**config.mk**
```make
export PLATFORM = sky130hd
export DESIGN_NAME = multimode_register
export DESIGN_NICKNAME = d
export VERILOG_FILES = /design/src/rtl/multimode_register.sv
export SDC_FILE = /design/constraint.sdc
export NUM_CORES = 1
export LEC_CHECK = 0
export ABC_AREA = 1
export BUFFER_PORTS_ARGS = -buffer_cell sky130_fd_sc_hd__clkbuf_2
export CORE_ASPECT_RATIO = 1.5
export CORE_UTILIZATION = 45
export DETAILED_ROUTE_END_ITERATION = 12
export GPL_TIMING_DRIVEN = 0
export PLACE_DENSITY = 0.78
export SKIP_LAST_GASP = 1
export SYNTH_ARGS = -nofsm -noshare
export SYNTH_HDL_FRONTEND = slang
export SYNTH_SLANG_ARGS = --single-unit
```
**constraint.sdc**
```tcl
create_clock -name clk -period 4.3 [get_ports clk]
set_input_delay 0.86 -clock clk [delete_from_list [all_inputs] [get_ports clk]]
set_output_delay 0.86 -clock clk [all_outputs]
set_load 0.02 [all_outputs]
```
**src/rtl/multimode_register.sv**
```systemverilog
`default_nettype none
// ============================================================================
// Module      : multimode_register
// Description : WIDTH-bit datapath register with per-lane masked load,
//               increment/decrement with carry, and multi-cycle shift/rotate
//               by a programmable amount. Commands use a valid/ready
//               handshake; completion is reported with a one-cycle done.
// Revision    : 1.0 - initial parametrised release
// ============================================================================
module multimode_register #(
  parameter int               WIDTH     = 8,   // power of 2, >= 2
  parameter int               LANE      = 8,   // WIDTH must be a multiple
  parameter logic [WIDTH-1:0] RESET_VAL = '0
) (
  input  logic                       clk,
  input  logic                       reset,     // asynchronous, active low
  input  logic [2:0]                 op,
  input  logic                       op_valid,
  output logic                       op_ready,
  input  logic [WIDTH-1:0]           data_in,
  input  logic [WIDTH/LANE-1:0]      lane_en,
  input  logic                       ser_in,
  input  logic [$clog2(WIDTH)-1:0]   shamt,
  output logic [WIDTH-1:0]           data_out,
  output logic                       carry,
  output logic                       zero,
  output logic                       done
);

  localparam int NL = WIDTH / LANE;
  localparam int SW = $clog2(WIDTH);

  localparam logic [2:0] c_op_nop  = 3'b000;
  localparam logic [2:0] c_op_load = 3'b001;
  localparam logic [2:0] c_op_inc  = 3'b010;
  localparam logic [2:0] c_op_dec  = 3'b011;

  // Low two opcode bits select the shift flavour once op[2] is set.
  localparam logic [1:0] c_sh_shl = 2'b00;
  localparam logic [1:0] c_sh_shr = 2'b01;
  localparam logic [1:0] c_sh_rol = 2'b10;
  localparam logic [1:0] c_sh_ror = 2'b11;

  typedef enum logic [0:0] {
    S_IDLE  = 1'b0,
    S_SHIFT = 1'b1
  } state_t;

  state_t           r_state,        w_state_nxt;
  logic [WIDTH-1:0] r_data,         w_data_nxt;
  logic             r_carry,        w_carry_nxt;
  logic             r_done,         w_done_nxt;
  logic [SW-1:0]    r_remaining,    w_remaining_nxt;
  logic [1:0]       r_shift_kind,   w_shift_kind_nxt;

  logic [WIDTH-1:0] w_lane_mask;
  logic [1:0]       w_step_kind;
  logic [WIDTH-1:0] w_step_data;
  logic             w_step_carry;
  logic [WIDTH:0]   w_inc;
  logic [WIDTH:0]   w_dec;

  // Expand the per-lane enables into a bit mask over the register.
  generate
    for (genvar gi = 0; gi < NL; gi++) begin : g_lane
      assign w_lane_mask[gi*LANE +: LANE] = {LANE{lane_en[gi]}};
    end
  endgenerate

  // Extra MSB captures carry-out on increment and borrow on decrement.
  assign w_inc = {1'b0, r_data} + (WIDTH+1)'(1);
  assign w_dec = {1'b0, r_data} - (WIDTH+1)'(1);

  // While shifting, the latched flavour drives the step; in IDLE the new op does.
  assign w_step_kind = (r_state == S_SHIFT) ? r_shift_kind : op[1:0];

  // One-bit shift/rotate step of the current register value.
  always_comb begin
    w_step_data  = r_data;
    w_step_carry = 1'b0;
    case (w_step_kind)
      c_sh_shl: begin
        w_step_data  = {r_data[WIDTH-2:0], ser_in};
        w_step_carry = r_data[WIDTH-1];
      end
      c_sh_shr: begin
        w_step_data  = {ser_in, r_data[WIDTH-1:1]};
        w_step_carry = r_data[0];
      end
      c_sh_rol: begin
        w_step_data  = {r_data[WIDTH-2:0], r_data[WIDTH-1]};
        w_step_carry = r_data[WIDTH-1];
      end
      c_sh_ror: begin
        w_step_data  = {r_data[0], r_data[WIDTH-1:1]};
        w_step_carry = r_data[0];
      end
      default: begin
        w_step_data  = r_data;
        w_step_carry = 1'b0;
      end
    endcase
  end

  // Next-state, datapath update and done generation.
  always_comb begin
    w_state_nxt      = r_state;
    w_data_nxt       = r_data;
    w_carry_nxt      = r_carry;
    w_done_nxt       = 1'b0;
    w_remaining_nxt  = r_remaining;
    w_shift_kind_nxt = r_shift_kind;
    case (r_state)
      S_IDLE: begin
        if (op_valid) begin
          w_done_nxt = 1'b1;
          case (op)
            c_op_nop: begin
              w_data_nxt = r_data;
            end
            c_op_load: begin
              w_data_nxt = (r_data & ~w_lane_mask) | (data_in & w_lane_mask);
            end
            c_op_inc: begin
              w_data_nxt  = w_inc[WIDTH-1:0];
              w_carry_nxt = w_inc[WIDTH];
            end
            c_op_dec: begin
              w_data_nxt  = w_dec[WIDTH-1:0];
              w_carry_nxt = w_dec[WIDTH];
            end
            default: begin
              // Shift/rotate: amount 0 is a pure handshake, 1 finishes now,
              // larger amounts do the first bit here and continue in SHIFT.
              if (shamt != '0) begin
                w_data_nxt  = w_step_data;
                w_carry_nxt = w_step_carry;
                if (shamt != SW'(1)) begin
                  w_done_nxt       = 1'b0;
                  w_state_nxt      = S_SHIFT;
                  w_remaining_nxt  = shamt - SW'(1);
                  w_shift_kind_nxt = op[1:0];
                end
              end
            end
          endcase
        end
      end
      S_SHIFT: begin
        w_data_nxt      = w_step_data;
        w_carry_nxt     = w_step_carry;
        w_remaining_nxt = r_remaining - SW'(1);
        if (r_remaining == SW'(1)) begin
          w_state_nxt = S_IDLE;
          w_done_nxt  = 1'b1;
        end
      end
      default: begin
        w_state_nxt = S_IDLE;
      end
    endcase
  end

  // State and datapath registers; reset aborts any shift in progress.
  always_ff @(posedge clk or negedge reset) begin
    if (!reset) begin
      r_state      <= S_IDLE;
      r_data       <= RESET_VAL;
      r_carry      <= 1'b0;
      r_done       <= 1'b0;
      r_remaining  <= '0;
      r_shift_kind <= '0;
    end else begin
      r_state      <= w_state_nxt;
      r_data       <= w_data_nxt;
      r_carry      <= w_carry_nxt;
      r_done       <= w_done_nxt;
      r_remaining  <= w_remaining_nxt;
      r_shift_kind <= w_shift_kind_nxt;
    end
  end

  assign op_ready = (r_state == S_IDLE);
  assign data_out = r_data;
  assign carry    = r_carry;
  assign done     = r_done;
  assign zero     = (r_data == '0);

endmodule
`default_nettype wire

```
==> results of run 1 <==
## routing by layer
layer / vias to the layer above / track usage
met2: 75 / 0.469
met4: 0 / 0.108
li1: 969 / -
met3: 16 / 0.0379
met5: - / 0
met1: 894 / 0.291
## stage by stage
stage	std cells	total power [mW]	hold WS, ps	area [um2]	util
after CTS	353	1.30	498	1910	0.554
final	353	1.31	502	1910	0.554
after detailed placement	349	1.16	481	1860	0.538
after floorplan	277	0.931	453	1650	-
after global routing	353	1.44	519	1910	0.554
after global placement	349	1.14	471	1860	0.538
## worst max path at each step
stage	startpoint	endpoint	depth (start not counted)
floorplan	data_out[5]	zero	6
global placement	data_out[5]	zero	7
detailed placement	data_out[5]	zero	7
CTS	data_out[5]	zero	7
global route	data_out[5]	zero	7
finish	data_out[5]	zero	7
## area by class of cell
type,instances,area share
Tap cell,42,0.0275
Inverter,33,0.0648
Timing Repair Buffer,30,0.0785
Buffer,11,0.0386
Clock buffer,4,0.0288
Multi-Input combinational cell,217,0.552
Sequential cell,16,0.209
## sequential cells by signal (all words and copies together), names as in the netlist
signal        count
r_remaining       3
carry             1
r_state           1
done              1
r_shift_kind      2
data_out          8
## critical path: stages (launching register included)
cell and delay (ps):
dfrtp_1 380, clkbuf_1 210, inv_1 180, nand2_1 60, nor3_1 220, nand2_1 110
nor2_1 100, clkbuf_2 170
## power by group through the flow
stage | logic, mW | clock network [mW] | registers (mW)
after detailed placement | 0.858 | 0 | 0.299
final | 0.869 | 0.143 | 0.299
after CTS | 0.862 | 0.143 | 0.296
after global placement | 0.847 | 0 | 0.298
after global routing | 0.987 | 0.152 | 0.306
after floorplan | 0.593 | 0 | 0.338
## logic make-up (layout without fill, tap and decap cells)
kind of cell	count (synthesis)	in the layout	share of synthesized area
flops	16	16	0.242
buf+inv	44	78	0.120
xor+xnor	1	1	0.00530
compound gates	45	45	0.151
fa+ha+maj	8	8	0.0605
simple gates	163	163	0.421
## layout by cell type, fill, tap and decap left out, drive strengths merged
master | Yosys | routed
a21oi | 11 | 11
a22oi | 1 | 1
a311oi | 1 | 1
a31oi | 1 | 1
buf | 9 | 9
clkbuf | 2 | 36
dfrtp | 16 | 16
ha | 8 | 8
inv | 33 | 33
nand2 | 86 | 86
nand3 | 34 | 34
nand4 | 6 | 6
nor2 | 34 | 34
nor3 | 2 | 2
o211ai | 2 | 2
o21ai | 25 | 25
o21bai | 1 | 1
o221ai | 1 | 1
o22ai | 2 | 2
or2 | 1 | 1
xnor2 | 1 | 1
==> run_results.csv, run 1 <==
group,metric,value,unit
die,rows,26,
clock_network,tritoncts,"yes",
sta,rsz0062_at_grt,"false",
drt,drcViolationCount,0,
grt,gr-total-overflow,0,
yosys,synth_area,1650,um2
clock_network,htree_levels,1,
drt,top_layer,"met4",
yosys,synth_edf_count,0,
worst_setup_path,r2r_cells,9,
drt,route.vias.total,1954,
sta,setup_slack,1750,ps
yosys,synthArstFlopShare,1.00,
yosys,synth_common_cells,"nand2_1, nand3_1, nor2_1, inv_1, o21ai_0",
power_and_ir_drop,power.switching,710,uW
die,die_x,51.5,um
power_and_ir_drop,leakage,1.01,nW
cells_and_area,diodes,0,
sta,setup_viol,0,
worst_setup_path,critPathKind,"flip-flop to output port",
grt,grt_antenna_before_repair,0,
clock_network,clkTransAtPathRegs,80,ps
cells_and_area,nets,339,
yosys,synth_flop_cell,"dfrtp_1",
power_and_ir_drop,p_clk_frac,0.109,
drt,wl,4.73,mm
power_and_ir_drop,power_frac_seq,0.228,
sta,fin_crit,2550,ps
sta,clock_skew,8.30,ps
yosys,yosysWarnings,0,
worst_setup_path,cp_max_fo,9,
cells_and_area,n_fill_cell,368,
drt,drt_iter0_markers,70,
yosys,post-synth-top-count-cell,"nand2_1",
clock_network,postCtsSetupRepairBufs,0,
drt,met1_length,1.85,mm
drt,viasPerCell,5.54,
yosys,ys_seq_area_frac,0.242,
place,portBuffers,30,
die,die_h,76.3,um
worst_hold_path,holdCritPathClass,"flip-flop to flip-flop",
power_and_ir_drop,pwr-share-comb,0.663,
drt,route.met2.wl,2.42,mm
die,io_pins,31,
clock_network,worstSkewPairLatency,260,ps
place,dp_slack,2060,ps
yosys,yosysTopAreaCellShare,0.242,
yosys,synth_area_per_cell,5.97,um2
yosys,synthCells,277,
place,place_congestion,0.935,
grt,first_global_vias,1789,
yosys,yosysTopAreaCell,"dfrtp_1",
drt,ant_nets,0,
sta,maxSlewHeadroom,0.551,
yosys,synth_nets,304,
grt,grt_max_degree,17,
power_and_ir_drop,p_int,602,uW
worst_hold_path,hold_start,"r_shift_kind[0]",
die,fp.coreArea,3450,um2
power_and_ir_drop,irDropWorstVdd,0.387,mV
flow_run,cap_violations,0,
clock_network,cts_sinks,16,
grt,grtUsageTotal,0.260,
drt,dr.pass1.iters,4,
die,start_util,0.480,
sta,max_freq,392,MHz
drt,routedWlPerCell,13.4,um
worst_setup_path,critical_path_required,3440,ps
worst_setup_path,r2r_start,"data_out[0]",
yosys,ys_ff_latch,16,
clock_network,cts_root_buf,"clkbuf_8",
worst_hold_path,holdPathStages,2,
grt,grt_pass1_wl,7.86,mm
drt,wl_met3,333,um
die,die_area,3930,um2
outcome,status,"complete, no violations",
cells_and_area,drive_above_1_share,0.177,
worst_setup_path,crit_path_end_kind,"output port",
worst_setup_path,rrSetupSlack,2520,ps
clock_network,cts_buffer_depth,2,
clock_network,cts_made_buffers,3,
power_and_ir_drop,cellPowerDensity,686,nW/um2
clock_network,cts_resized,0,
cells_and_area,seqCellArea,400,um2
sta,finalCritPeriodShare,0.594,
worst_setup_path,r2r-end,"data_out[4]",
worst_setup_path,worstPathArrival,1690,ps
place,dp_hpwl,3.56,mm
power_and_ir_drop,switching_share,0.541,
cells_and_area,multi_input_area,1060,um2
cells_and_area,synthToLayoutAreaGrowth,15.6,%
sta,drv_slew,0,
sta,tightestPinTransition,670,ps
yosys,synth_area_leaders,"dfrtp_1, nand2_1, nand3_1, o21ai_0, nor2_1",
worst_setup_path,critPathLaunchType,"flip-flop",
sta,tns,0,ps
clock_network,cts_hold_buffers,0,
sta,hold_violations,0,
yosys,synth.distinct_cells,29,
worst_hold_path,whs_endpoint,"r_shift_kind[0]",
No activity file was read; power rests on OpenSTA's default activity.
==> run 2, diff against run 1 <==
--- a/config.mk
+++ b/config.mk
@@ -5,13 +5,13 @@
 export SDC_FILE = /design/constraint.sdc
 export NUM_CORES = 1
 export LEC_CHECK = 0
-export ABC_AREA = 1
+export ABC_AREA = 0
 export BUFFER_PORTS_ARGS = -buffer_cell sky130_fd_sc_hd__clkbuf_2
 export CORE_ASPECT_RATIO = 1.5
 export CORE_UTILIZATION = 45
 export DETAILED_ROUTE_END_ITERATION = 12
 export GPL_TIMING_DRIVEN = 0
-export PLACE_DENSITY = 0.78
+export PLACE_DENSITY = 0.81
 export SKIP_LAST_GASP = 1
 export SYNTH_ARGS = -nofsm -noshare
 export SYNTH_HDL_FRONTEND = slang
==> constraint.sdc (replaced) <==
create_clock -name clk -period 2.2 [get_ports clk]
set_input_delay 0.44 -clock clk [delete_from_list [all_inputs] [get_ports clk]]
set_output_delay 0.44 -clock clk [all_outputs]
set_load 0.02 [all_outputs]
==> run 2 against run 1 <==
  * Die area fell by 3.8%
  * Sequential cell count did not move
  * Synthesized cell count fell by 27%
  * Via count fell by 14%
  * Setup slack got worse by 1700 ps
  * Sequential share of layout area rose by 0.63 points
  * Register-to-register slack got worse by 2400 ps
  * Final cell count fell by 22%
  * Area after synthesis fell by 3.9%
  * Global-route usage rose by 0.27 points
  * Critical path type unchanged
==> run_results.csv, run 2 <==
group,metric,value,unit
outcome,status,"complete, no violations",
sta,maxSlewHeadroom,0.570,
yosys,synth_common_cells,"nor2_1, dfrtp_1, nand2_1, o21ai_0, inv_1",
die,rows,26,
sta,rsz0062_at_grt,"true",
worst_setup_path,rrSetupSlack,150,ps
yosys,yosysWarnings,0,
grt,first_global_vias,1607,
worst_setup_path,slowest_stage,"or4_4",
power_and_ir_drop,irDropWorstVdd,0.716,mV
sta,holdWs,102,ps
sta,hold_violations,0,
worst_setup_path,critical-path-top-delay-family,"simple AND/OR/NAND/NOR gates",
clock_network,cts_made_buffers,3,
drt,route.vias.total,1685,
die,die_x,50.5,um
worst_setup_path,crit_path_start,"data_out[5]",
worst_hold_path,holdCritPathClass,"input port to async pin",
clock_network,htree_levels,1,
clock_network,cts_buffer_depth,2,
cells_and_area,final_cell_area,1860,um2
clock_network,clkTransAtPathRegs,70,ps
power_and_ir_drop,leakage,0.805,nW
yosys,synth_flop_cell,"dfrtp_1",
clock_network,cts_sinks,16,
yosys,ys_seq_area_frac,0.252,
die,fp.coreArea,3380,um2
worst_setup_path,r2r_start,"data_out[5]",
yosys,synth.distinct_cells,52,
yosys,synth_area_leaders,"dfrtp_1, ha_1, mux2i_1, o21ai_0, mux2_2",
die,io_pins,31,
place,dpl_cell_area,1790,um2
place,place_inst,272,
worst_setup_path,cp_max_fo,10,
worst_setup_path,max_stage_delay,540,ps
yosys,yosysTopAreaCellShare,0.252,
die,die_area,3780,um2
worst_setup_path,worstPathArrival,1740,ps
yosys,synth_edf_count,0,
yosys,synthCells,202,
grt,grtUsageTotal,0.263,
place,portBuffers,28,
worst_setup_path,critPathLaunchType,"flip-flop",
sta,drv_slew,0,
sta,setup_viol,0,
die,die_h,74.8,um
drt,viasPerCell,6.11,
worst_setup_path,path_cells,"buf_6 -> or4_4 -> nor4b_2 -> buf_4",
yosys,synth_nets,229,
yosys,synth_area,1590,um2
worst_setup_path,cp_num_buf_inv,2,
yosys,synth_area_per_cell,7.87,um2
cells_and_area,drive_above_1_share,0.222,
sta,clock_skew,4.36,ps
drt,drcViolationCount,0,
yosys,ys_ff_latch,16,
drt,dr.pass1.iters,4,
clock_network,cts_root_buf,"clkbuf_8",
place,dp_hpwl,3.48,mm
grt,grt_pass1_wl,7.45,mm
place,dp_slack,-138,ps
power_and_ir_drop,totalPowerFinal,2.41,mW
grt,grt_max_degree,17,
cells_and_area,final_common_cell,"clkbuf_2",
clock_network,cts_hold_buffers,0,
sta,fin_crit,2180,ps
sta,max_freq,460,MHz
cells_and_area,final_cells,276,
drt,ant_nets,0,
drt,wl,4.65,mm
power_and_ir_drop,cellPowerDensity,1300,nW/um2
drt,routedWlPerCell,16.8,um
clock_network,worstSkewPairLatency,260,ps
sta,setup_slack,25.0,ps
cells_and_area,diodes,0,
cells_and_area,nets,262,
sta,finalCritPeriodShare,0.989,
yosys,synthArstFlopShare,1.00,
drt,drt_iter0_markers,86,
yosys,post-synth-top-count-cell,"nor2_1",
worst_setup_path,critical_path_required,1760,ps
worst_setup_path,critPathKind,"flip-flop to output port",
worst_setup_path,crit_path_end_kind,"output port",
clock_network,tritoncts,"yes",
cells_and_area,layout_common_cells,"clkbuf_2, nor2_1, nand2_1, dfrtp_1, o21ai_0",
grt,grt_antenna_before_repair,0,
die,start_util,0.470,
grt,gr-total-overflow,0,
place,place_congestion,0.973,
cells_and_area,synthToLayoutAreaGrowth,17.2,%
flow_run,cap_violations,0,
sta,tightestPinTransition,646,ps
yosys,yosysTopAreaCell,"dfrtp_1",
cells_and_area,largest_reg_flops,8,
-- run 2: final cells by class --
cell class	instances	area (um2)
Tap cell	42	52.6
Sequential cell	16	402
Buffer	15	67.6
Timing Repair Buffer	29	150
Fill cell	350	1520
Clock buffer	4	55.1
Inverter	14	52.6
Multi-Input combinational cell	156	1080
-- run 2: worst paths after layout --
path,end,depth (start not counted)
worst min-delay path,data_out[5],1
worst min register to register,carry,1
max in group asynchronous,data_out[4],1
worst max-delay path,zero,4
min in group clk,carry,1
worst max register to register,data_out[6],7
-- run 2: report_power, final --
part / switching, mW / total, mW / internal (mW)
clock network: 0.116 / 0.276 / 0.160
registers: 0.200 / 0.648 / 0.448
logic: 0.912 / 1.49 / 0.578
-- run 2: timing repair --
item | in CTS | in global routing
hold endpoints to repair | 0 | 0
gates resized for setup | 2 | 4
setup endpoints to repair | 1 | 5
pin swaps | 1 | 0
setup buffers | 1 | 0
-- run 2: per-stage QoR --
step,TNS [ps],util
floorplan,0,-
global placement,-231,0.528
detailed placement,-318,0.528
CTS,-11.1,0.547
global route,-38.6,0.550
finish,0,0.550
-- run 2: cells by family after synthesis --
family	count (synthesis)	synth area share
AND/OR/NAND/NOR	66	0.215
AO/OA/AOI/OAI	60	0.253
buffers and inverters	30	0.0787
multiplexers	16	0.106
flip-flops	16	0.252
adder cells (fa/ha/maj)	8	0.0630
XOR/XNOR	6	0.0331
-- run 2: layer usage --
layer / share of wire / up-vias / wire length, um / global-route usage
li1: - / 807 / - / -
met1: 0.36 / 776 / 1700 / 0.292
met2: 0.52 / 86 / 2420 / 0.474
met3: 0.079 / 16 / 365 / 0.0343
met4: 0.035 / 0 / 165 / 0.160
met5: 0 / - / 0 / 0
==> run 3, diff against run 2 <==
--- a/config.mk
+++ b/config.mk
@@ -11,7 +11,7 @@
 export CORE_UTILIZATION = 45
 export DETAILED_ROUTE_END_ITERATION = 12
 export GPL_TIMING_DRIVEN = 0
-export PLACE_DENSITY = 0.81
+export PLACE_DENSITY = 0.78
 export SKIP_LAST_GASP = 1
 export SYNTH_ARGS = -nofsm -noshare
 export SYNTH_HDL_FRONTEND = slang
==> constraint.sdc (replaced) <==
create_clock -name clk -period 2.33 [get_ports clk]
set_input_delay 0.466 -clock clk [delete_from_list [all_inputs] [get_ports clk]]
set_output_delay 0.466 -clock clk [all_outputs]
set_load 0.02 [all_outputs]
==> run 3 against run 2 <==
  * First-iteration DRC count is 3.5% lower
  * Clock power shrank 6%
  * Via count grew 2.0%
  * Clock-buffer cell count unchanged
  * Largest power group unchanged
==> run_results.csv, run 3 (synthesized netlist as in run 2, its figures left out) <==
group,metric,value,unit
cells_and_area,final_common_cell,"clkbuf_2",
sta,finalCritPeriodShare,0.974,
die,die_x,50.5,um
clock_network,tritoncts,"yes",
clock_network,cts_root_buf,"clkbuf_8",
grt,gr-total-overflow,0,
drt,drt_iter0_markers,83,
worst_setup_path,critPathLaunchType,"flip-flop",
die,io_pins,31,
sta,drv_slew,0,
drt,viasPerCell,6.22,
grt,grt_max_degree,17,
die,fp.coreArea,3380,um2
drt,drcViolationCount,0,
outcome,status,"complete, no violations",
worst_hold_path,holdCritPathClass,"input port to async pin",
worst_setup_path,worstPathArrival,1800,ps
power_and_ir_drop,leakage,0.801,nW
cells_and_area,layout_common_cells,"clkbuf_2, nor2_1, dfrtp_1, nand2_1, o21ai_0",
sta,tightestPinTransition,646,ps
power_and_ir_drop,totalPowerFinal,2.26,mW
drt,ant_nets,0,
die,rows,26,
cells_and_area,drive_above_1_share,0.218,
cells_and_area,final_cells,276,
worst_setup_path,critical_path_required,1860,ps
die,die_h,74.8,um
sta,tns,0,ps
cells_and_area,seqCellArea,400,um2
flow_run,cap_violations,0,
worst_setup_path,cp_max_fo,10,
sta,clock_skew,4.45,ps
worst_setup_path,crit_path_end_kind,"output port",
grt,grt_pass1_wl,7.47,mm
die,start_util,0.470,
cells_and_area,multi_input_area,1070,um2
place,portBuffers,28,
cells_and_area,diodes,0,
place,dp_hpwl,3.47,mm
die,die_area,3780,um2
sta,holdWs,138,ps
clock_network,clkTransAtPathRegs,70,ps
sta,hold_violations,0,
grt,grt_antenna_before_repair,0,
place,place_congestion,0.943,
place,place_inst,272,
cells_and_area,largest_reg_flops,8,
sta,setup_viol,0,
drt,wl,4.58,mm
drt,routedWlPerCell,16.6,um
worst_setup_path,critPathKind,"flip-flop to output port",
clock_network,worstSkewPairLatency,260,ps
power_and_ir_drop,cellPowerDensity,1220,nW/um2
cells_and_area,n_fill_cell,349,
clock_network,cts_sinks,16,
cells_and_area,synthToLayoutAreaGrowth,16.2,%
drt,route.vias.total,1718,
power_and_ir_drop,irDropWorstVdd,0.614,mV
drt,dr.pass1.iters,4,
sta,fin_crit,2270,ps
sta,max_freq,441,MHz
sta,maxSlewHeadroom,0.569,
clock_network,postCtsSetupRepairBufs,0,
clock_network,htree_levels,1,
grt,first_global_vias,1617,
clock_network,cts_buffer_depth,2,
sta,rsz0062_at_grt,"false",
cells_and_area,nets,262,
cells_and_area,finish.utilization,0.546,
grt,grtUsageTotal,0.263,
clock_network,cts_made_buffers,3,
## run 3: through the flow
stage	setup slack (ps)	area (um2)
global route	17.5	1850
global placement	-39.7	1790
detailed placement	-64.9	1790
CTS	61.1	1840
floorplan	222	1600
finish	60.8	1850
## run 3: area by class of cell
class / count / area share
timing repair buffer: 28 / 0.0759
multi-input combinational: 156 / 0.581
inverter: 14 / 0.0285
tap: 42 / 0.0285
sequential: 16 / 0.217
buffer: 16 / 0.0393
clock buffer: 4 / 0.0298
## run 3: final timing paths
path | start | slack [ps] | to | cells after the start
hold / removal | reset | 140 | data_out[2] | 1
setup / recovery | data_out[4] | 60 | zero | 4
setup reg to reg | r_state | 290 | data_out[4] | 7
hold reg to reg | r_shift_kind[1] | 510 | r_shift_kind[1] | 1
max in group asynchronous | reset | 1880 | r_shift_kind[1] | 1
min in group clk | r_shift_kind[1] | 510 | r_shift_kind[1] | 1
## run 3: critical path, stage by stage (launching register included)
cell      delay [ps]
dfrtp_1          370
buf_2            170
or4_4            580
nor4b_2          220
clkbuf_2         200
## run 3: per-layer routing
layer,GRT usage,wire length (um),vias up
met2,0.477,2380,80
met1,0.296,1790,809
met5,0,0,-
met4,0.154,173,0
li1,-,-,808
met3,0.0283,242,21
## run 3: what timing repair did
| action | 4_1_cts | 5_1_grt |
|---|---|---|
| hold buffers | 0 | 0 |
| gates resized for setup | 0 | 2 |
| setup endpoints to repair | 0 | 2 |
## run 3: report_power, final
group / internal (mW) / switching [mW] / total, mW / leakage, nW
sequential: 0.421 / 0.158 / 0.580 / 0.188
combinational: 0.547 / 0.877 / 1.42 / 0.584
clock: 0.150 / 0.109 / 0.259 / 0.0288
